===== src/rtl/pulse_meas_pkg.sv =====
// rtl/pulse_meas_pkg.sv - shared types and helpers for the pulse width meter
package pulse_meas_pkg;

   typedef enum logic [1:0] {
      SETTLE,
      WAIT_INACT,
      IDLE,
      MEASURE
   } meas_state_t;

   function automatic logic [31:0] sat_max(input int w);
      return (32'd1 << w) - 32'd1;
   endfunction

endpackage


===== src/rtl/bit_sync.sv =====
// rtl/bit_sync.sv - multi-flop synchronizer for a single asynchronous bit
module bit_sync #(
   parameter int   STAGES  = 2,
   parameter logic RST_VAL = 1'b0
) (
   input  logic clk,
   input  logic rst,
   input  logic d,
   output logic q
);

   logic [STAGES-1:0] chain;

   always_ff @(posedge clk or posedge rst) begin
      if (rst)
         chain <= {STAGES{RST_VAL}};
      else
         chain <= {chain[STAGES-2:0], d};
   end

   assign q = chain[STAGES-1];

endmodule


===== src/rtl/pulse_width_meter.sv =====
// rtl/pulse_width_meter.sv - measures active pulse width on an async input, one-deep result buffer
module pulse_width_meter
   import pulse_meas_pkg::*;
#(
   parameter int W           = 8,
   parameter int SYNC_STAGES = 2,
   parameter int MIN_WIDTH   = 1,
   parameter bit ACTIVE_HIGH = 1'b1
) (
   input  logic         clk,
   input  logic         rst,
   input  logic         en,
   input  logic         clr_lost,
   input  logic         sig_in,
   output logic [W-1:0] width,
   output logic         ovf,
   output logic         valid,
   input  logic         ready,
   output logic         lost,
   output logic         busy
);

   localparam logic [W-1:0] CNT_MAX     = W'(sat_max(W));
   localparam logic [W-1:0] SETTLE_LAST = W'(SYNC_STAGES - 1);
   localparam logic [W-1:0] MIN_CNT     = W'(MIN_WIDTH);

   meas_state_t  state, state_nxt;
   logic [W-1:0] count, count_nxt;
   logic         sat, sat_nxt;
   logic         fin;
   logic         raw;
   logic         s;

   // Polarity is folded in ahead of the synchronizer so the chain always idles at 0
   assign raw = ACTIVE_HIGH ? sig_in : ~sig_in;

   bit_sync #(
      .STAGES  (SYNC_STAGES),
      .RST_VAL (1'b0)
   ) u_sync (
      .clk (clk),
      .rst (rst),
      .d   (raw),
      .q   (s)
   );

   always_ff @(posedge clk or posedge rst) begin
      if (rst) begin
         state <= SETTLE;
         count <= '0;
         sat   <= 1'b0;
      end else begin
         state <= state_nxt;
         count <= count_nxt;
         sat   <= sat_nxt;
      end
   end

   // count doubles as the settle timer; it is reloaded on leaving SETTLE and IDLE
   always_comb begin
      state_nxt = state;
      count_nxt = count;
      sat_nxt   = sat;
      fin       = 1'b0;
      if (!en) begin
         state_nxt = SETTLE;
         count_nxt = '0;
         sat_nxt   = 1'b0;
      end else begin
         case (state)
            SETTLE: begin
               if (count == SETTLE_LAST) begin
                  state_nxt = WAIT_INACT;
                  count_nxt = '0;
               end else begin
                  count_nxt = count + W'(1);
               end
            end
            WAIT_INACT: begin
               if (!s)
                  state_nxt = IDLE;
            end
            IDLE: begin
               if (s) begin
                  state_nxt = MEASURE;
                  count_nxt = W'(1);
                  sat_nxt   = 1'b0;
               end
            end
            MEASURE: begin
               if (s) begin
                  if (count == CNT_MAX)
                     sat_nxt = 1'b1;
                  else
                     count_nxt = count + W'(1);
               end else begin
                  state_nxt = IDLE;
                  fin       = 1'b1;
               end
            end
            default: state_nxt = SETTLE;
         endcase
      end
   end

   logic publish;
   logic accept;

   assign publish = fin && (count >= MIN_CNT);
   assign accept  = valid && ready;

   always_ff @(posedge clk or posedge rst) begin
      if (rst) begin
         width <= '0;
         ovf   <= 1'b0;
         valid <= 1'b0;
         lost  <= 1'b0;
      end else begin
         if (publish && (!valid || ready)) begin
            width <= count;
            ovf   <= sat;
            valid <= 1'b1;
         end else if (accept) begin
            valid <= 1'b0;
         end
         // A drop on the same edge as clr_lost must leave lost set
         if (publish && valid && !ready)
            lost <= 1'b1;
         else if (clr_lost)
            lost <= 1'b0;
      end
   end

   assign busy = (state == MEASURE);

endmodule


===== config.mk =====
export PLATFORM = sky130hd
export DESIGN_NAME = pulse_width_meter
export DESIGN_NICKNAME = d
export VERILOG_FILES = /design/src/rtl/pulse_meas_pkg.sv /design/src/rtl/bit_sync.sv /design/src/rtl/pulse_width_meter.sv
export SDC_FILE = /design/constraint.sdc
export NUM_CORES = 1
export LEC_CHECK = 0
export BUFFER_PORTS_ARGS = -buffer_cell sky130_fd_sc_hd__buf_2
export CORE_MARGIN = 3
export CORE_UTILIZATION = 50
export CTS_CLUSTER_DIAMETER = 120
export DETAILED_ROUTE_END_ITERATION = 10
export PLACE_DENSITY = 0.75
export SLEW_MARGIN = 30
export SYNTH_ARGS = -nofsm -noshare
export SYNTH_HDL_FRONTEND = slang
export SYNTH_SLANG_ARGS = --single-unit

===== constraint.sdc =====
create_clock -name clk -period 1.55 [get_ports clk]
set_input_delay 0.155 -clock clk [delete_from_list [all_inputs] [get_ports clk]]
set_output_delay 0.155 -clock clk [all_outputs]
set_load 0.05 [all_outputs]

==> Yosys cells after proc, flatten, opt, wreduce, memory -nomap -nowiden <==
Cells that the tools add are included.
{ "classes": {"add_sub_neg": 1, "magnitude_cmp": 1, "eq_ne": 13, "mux": 23, "n_reduce_logical": 15} }
{ "op_table": {"columns": ["cell", "count"], "rows": [
  ["two-way mux 8 bit", 5],
  ["case mux 8 bit (3 select lines)", 1],
  ["two-way mux 1 bit", 11],
  ["inequality test 3 x 2 -> 1 bit (second input constant)", 3],
  ["inequality test 3 bit (second input constant)", 3],
  ["adder 8 x 1 -> 8 bit (second input constant)", 1],
  ["== test 8 x 1 -> 1 bit (second input constant)", 1],
  ["== test 8 bit (second input constant)", 1],
  [">= comparator 8 x 1 -> 1 bit (second input constant)", 1],
  ["two-way mux 2 bit", 4],
  ["AND reduction 4 bit", 2],
  ["case mux 2 bit (3 select lines)", 1],
  ["logical AND 1 bit", 5],
  ["== test 2 bit (second input constant)", 2],
  ["inequality test 4 x 1 -> 1 bit (second input constant)", 1],
  ["nonzero test 2 bit", 2],
  ["inequality test 3 x 1 -> 1 bit (second input constant)", 1],
  ["AND reduction 3 bit", 1],
  ["== test 2 x 1 -> 1 bit (second input constant)", 1],
  ["logical NOT 1 bit", 2],
  ["logical NOT 2 bit", 1],
  ["case mux 1 bit (2 select lines)", 1],
  ["OR reduction 2 bit", 1],
  ["logical OR 1 bit", 1]
]} }
{ "word_totals": {"reg_bits": 24, "input_bits": 6, "output_inout_bits": 12} }

==> Longest topological paths before layout <==
{ "depth": {"word_depth": 7, "mapped_depth": 7, "depth_no_buf": 6} }

==> By module <==
A second synthesis with hierarchy kept.
{ "unflattened": {"hier_cells": 106, "area_unflattened_um2": 1217.4} }
{ "by_module_without_submodules": {"columns": ["module", "n_inst", "cells_per_inst", "area_each_um2"], "rows": [
  ["pulse_width_meter", 1, 103, 1163.6],
  ["bit_sync", 1, 3, 53.8]
]} }

==> Worst setup path before layout <==
Ideal clock, no wire load.
{ "synth_timing": {"kind": "register to register", "startpoint": "register count[6]", "endpoint": "register ovf", "setup_ps": 125, "t_arrival_ps": 1502, "t_required_ps": 1425, "setup_slack_ps": -78, "stages_incl_launch_ff": 6, "path_cell_list": "dfrtp_1 nor4_4 a41o_1 nor2b_1 buf_6 mux2_4"} }
{ "synth_via": {"elab_chain_cells": 3} }
{ "synth_rtl": {"columns": ["element", "line", "source"], "rows": [
  ["start, declared", "pulse_width_meter.sv:28", "logic [W-1:0] count, count_nxt;"],
  ["start signal, assigned", "pulse_width_meter.sv:54", "count <= count_nxt;"],
  [">= comparator 8 x 1 -> 1 bit", "pulse_width_meter.sv:109", "assign publish = fin && (count >= MIN_CNT);"],
  ["logical AND 1 bit", "pulse_width_meter.sv:109", null],
  ["logical AND 1 bit", "pulse_width_meter.sv:119", "if (publish && (!valid || ready)) begin"],
  ["end signal, assigned", "pulse_width_meter.sv:121", "ovf <= sat;"],
  ["end, declared", "pulse_width_meter.sv:16", "output logic ovf,"]
]} }
Every way passes these cells.
A chain may end at the register's enable or synchronous reset.

==> Final worst setup path <==
{ "layout_timing": {"startpoint": "register count[4]", "endpoint": "register width[7]"} }
{ "layout_via": {"elab_chain_cells": 3} }
{ "layout_rtl": {"columns": ["element", "line", "source"], "rows": [
  [">= comparator 8 x 1 -> 1 bit", "pulse_width_meter.sv:109", null],
  ["logical AND 1 bit", "pulse_width_meter.sv:109", null],
  ["logical AND 1 bit", "pulse_width_meter.sv:119", null],
  ["end signal, assigned", "pulse_width_meter.sv:120", "width <= count;"],
  ["end, declared", "pulse_width_meter.sv:15", "output logic [W-1:0] width,"]
]} }
Every way passes these cells.

==> flow_summary.toml <==
[sta]
fmax_ghz = 0.570
drv_slew = 0
hold_violations = 0
relSlewSlack = 0.708
worst_slew_pin_slew_ns = 0.437
fin_crit_sh = 1.13
rsz0062_at_grt = "true"
fin_crit_ns = 1.75
skew_ns = 0.0117
setup-tns-final_ns = -2.40
worst_slack_ns = -0.204
finalSetupViolCount = 17

[place]
place_worst_setup_slack_ns = -0.603
dp.cells = 187
placed_cell_area_um2 = 1560
portBuffers = 17
gp_congestion = 0.896
dp_hpwl_um = 2360

[min_path]
min_path_cells = 4
hp-class = "in -> reg"

[route]
wl_per_cell_um = 18.9
num_vias = 1171
drc = 0
via_per_inst = 5.86
finalWirelength_um = 3770
drt_iter0_drc = 58
dr.pass1.iters = 4
ant_nets = 0

[critical_path]
required_ns = 1.78
slowest_delay_ns = 0.44
rr_worst_depth = 5
worstPathMaxFanout = 9
startpoint_type = "flop"
worstSetupEndpointType = "flop"
worstPathArrival_ns = 1.98
cp_slowest_cell = "dfrtp_1"
crit_chain = "nor4_4, a41o_1, nor2b_4, buf_12, mux2_4"
worstSetupPathType = "reg -> reg"

[floorplanning]
ioPinCount = 18
die_h_um = 55.8
initial_core_util = 0.544
die_x_um = 55.8
num_rows = 17
core-area_um2 = 2280
die_area_um2 = 3110

[global_route]
grt_usage = 0.264
gr-total-overflow = 0
grt_pass1_vias = 1229
grt_max_degree = 25
antenna_found_initial = 0
grt_pass1_wl_um = 6290

[finish]
layout-drive-gt1-share = 0.500
final_nets = 182
stdcell_count = 200
syn_to_final_growth_pct = 48.0
final_area_um2 = 1830
num_antenna_cells = 0

[pwr]
p_leak_nw = 0.899
ir_worst_vdd_uv = 1230
power.density_nw_per_um2 = 1360
total_power_mw = 2.50

[synth]
postSynth.asyncResetShare = 1.00
synthCells = 116
synth.avg_cell_area_um2 = 10.7
synth.distinct_cells = 32
yosys_warnings = 0
seq_area_frac_synth = 0.485
synth_top_flop_cell = "dfrtp_1"
syn-num-nets = 125
synth_area_um2 = 1240
synth_commonest_cells = "dfrtp_1, nand2_1, a21oi_1, mux2_4, inv_1"
ys_ff_latch = 24
yosysMostFrequentCell = "dfrtp_1"
yosysTopAreaCellShare = 0.485
synthTopCellsByArea = "dfrtp_1, mux2_4, a21oi_1"
synth-edff-count = 0
yosysTopAreaCell = "dfrtp_1"

[job]
drv_cap = 0

[cts]
cts_sinks = 24
cts_root_buf = "clkbuf_4"
clkLatencyLatePin_ns = 0.34
numCtsBuffers = 3
cts_tree = "done"
htree_levels = 1
path_clk_slew_ns = 0.14
clk_path_buf_depth = 2

[run_status]
status = "finished with violations"
violations = "negative setup slack"
[cell usage in the layout (no fill, tap or decap), drive strengths merged]
cell | synthesis | routed
dlygate4sd3 | 0 | 3
a221oi | 1 | 1
clkbuf | 1 | 3
and2 | 3 | 3
nor4b | 1 | 1
nand3b | 1 | 1
and3 | 2 | 2
o211a | 1 | 1
nand2b | 3 | 3
or2 | 1 | 1
a41o | 1 | 1
nand3 | 7 | 7
dfrtp | 24 | 24
inv | 8 | 8
bufinv | 0 | 1
nor2b | 4 | 4
nand4 | 4 | 4
a21oi | 10 | 10
buf | 3 | 53
o22a | 1 | 1
mux2 | 9 | 9
nand4b | 1 | 1
nor2 | 5 | 5
o22ai | 5 | 5
nand2 | 10 | 10
or3 | 2 | 2
o21ai | 3 | 3
o32ai | 1 | 1
nor4 | 1 | 1
ha | 3 | 3
[logic make-up after synthesis]
| family | share of synthesized area |
|---|---|
| mux | 0.109 |
| fa+ha+maj | 0.0303 |
| compound gates | 0.123 |
| simple gates | 0.207 |
| flops | 0.485 |
| buf+inv | 0.0445 |
[power breakdown]
| part | leakage (nW) | switching (mW) | internal (mW) |
|---|---|---|---|
| combinational | 0.544 | 0.648 | 0.653 |
| sequential | 0.327 | 0.0454 | 0.682 |
| clock | 0.0279 | 0.207 | 0.262 |
[repair_timing]
| item | 4_1_cts | 5_1_grt |
|---|---|---|
| endpoints found under the setup margin | 17 | 18 |
| buffers inserted | 5 | 4 |
| endpoints found under the hold margin | 26 | 0 |
| gates cloned | 0 | 0 |
| hold buffers | 3 | 0 |
| pin swaps | 12 | 1 |
| resized for setup | 26 | 2 |
[flip-flops by register name (all words and copies together), names as in the netlist]
| name | count |
|---|---|
| u_sync.chain | 2 |
| valid | 1 |
| width | 8 |
| lost | 1 |
| sat | 1 |
| ovf | 1 |
| state | 2 |
| count | 8 |
[routing by layer]
layer  track usage  vias up  wire, um
met3        0.0418       13       226
met4         0.146        0       138
met5             0        -         0
li1              -      527         -
met1         0.311      573      1490
met2         0.456       58      1910
[final cells by class]
type	count	area [um^2]
multi-input combinational	80	689
clock inverter	1	30.0
inverter	8	30.0
timing repair buffer	56	424
clock buffer	3	22.5
sequential	24	601
fill	123	444
tap	28	35.0
[worst max-delay path: cells and delay by family (launching register included)]
family | cells | cell delay, ns
AO/OA/AOI/OAI | 1 | 0.30
buffers and inverters | 1 | 0.14
AND/OR/NAND/NOR | 2 | 0.46
flip-flops | 1 | 0.44
multiplexers | 1 | 0.30
[per-stage QoR]
step | hold WS [ns] | util
after CTS | 0.196 | 0.797
after global placement | 0.205 | 0.687
after floorplan | 0.170 | -
after detailed placement | 0.213 | 0.687
final | 0.199 | 0.805
after global routing | 0.233 | 0.805
[final timing paths]
path | from | end | slack [ns]
min | ready | valid$_DFFE_PP0P_ | 0.20
min in group asynchronous | rst | width[1]$_DFFE_PP0P_ | 0.38
min reg2reg | u_sync.chain[0]$_DFF_PP0_ | u_sync.chain[1]$_DFF_PP0_ | 0.38
max | count[4]$_DFFE_PP0P_ | width[7]$_DFFE_PP0P_ | -0.20
max in group asynchronous | rst | count[1]$_DFFE_PP0P_ | 0.93
max reg2reg | count[4]$_DFFE_PP0P_ | width[7]$_DFFE_PP0P_ | -0.20
(Power assumes the default switching activity.)
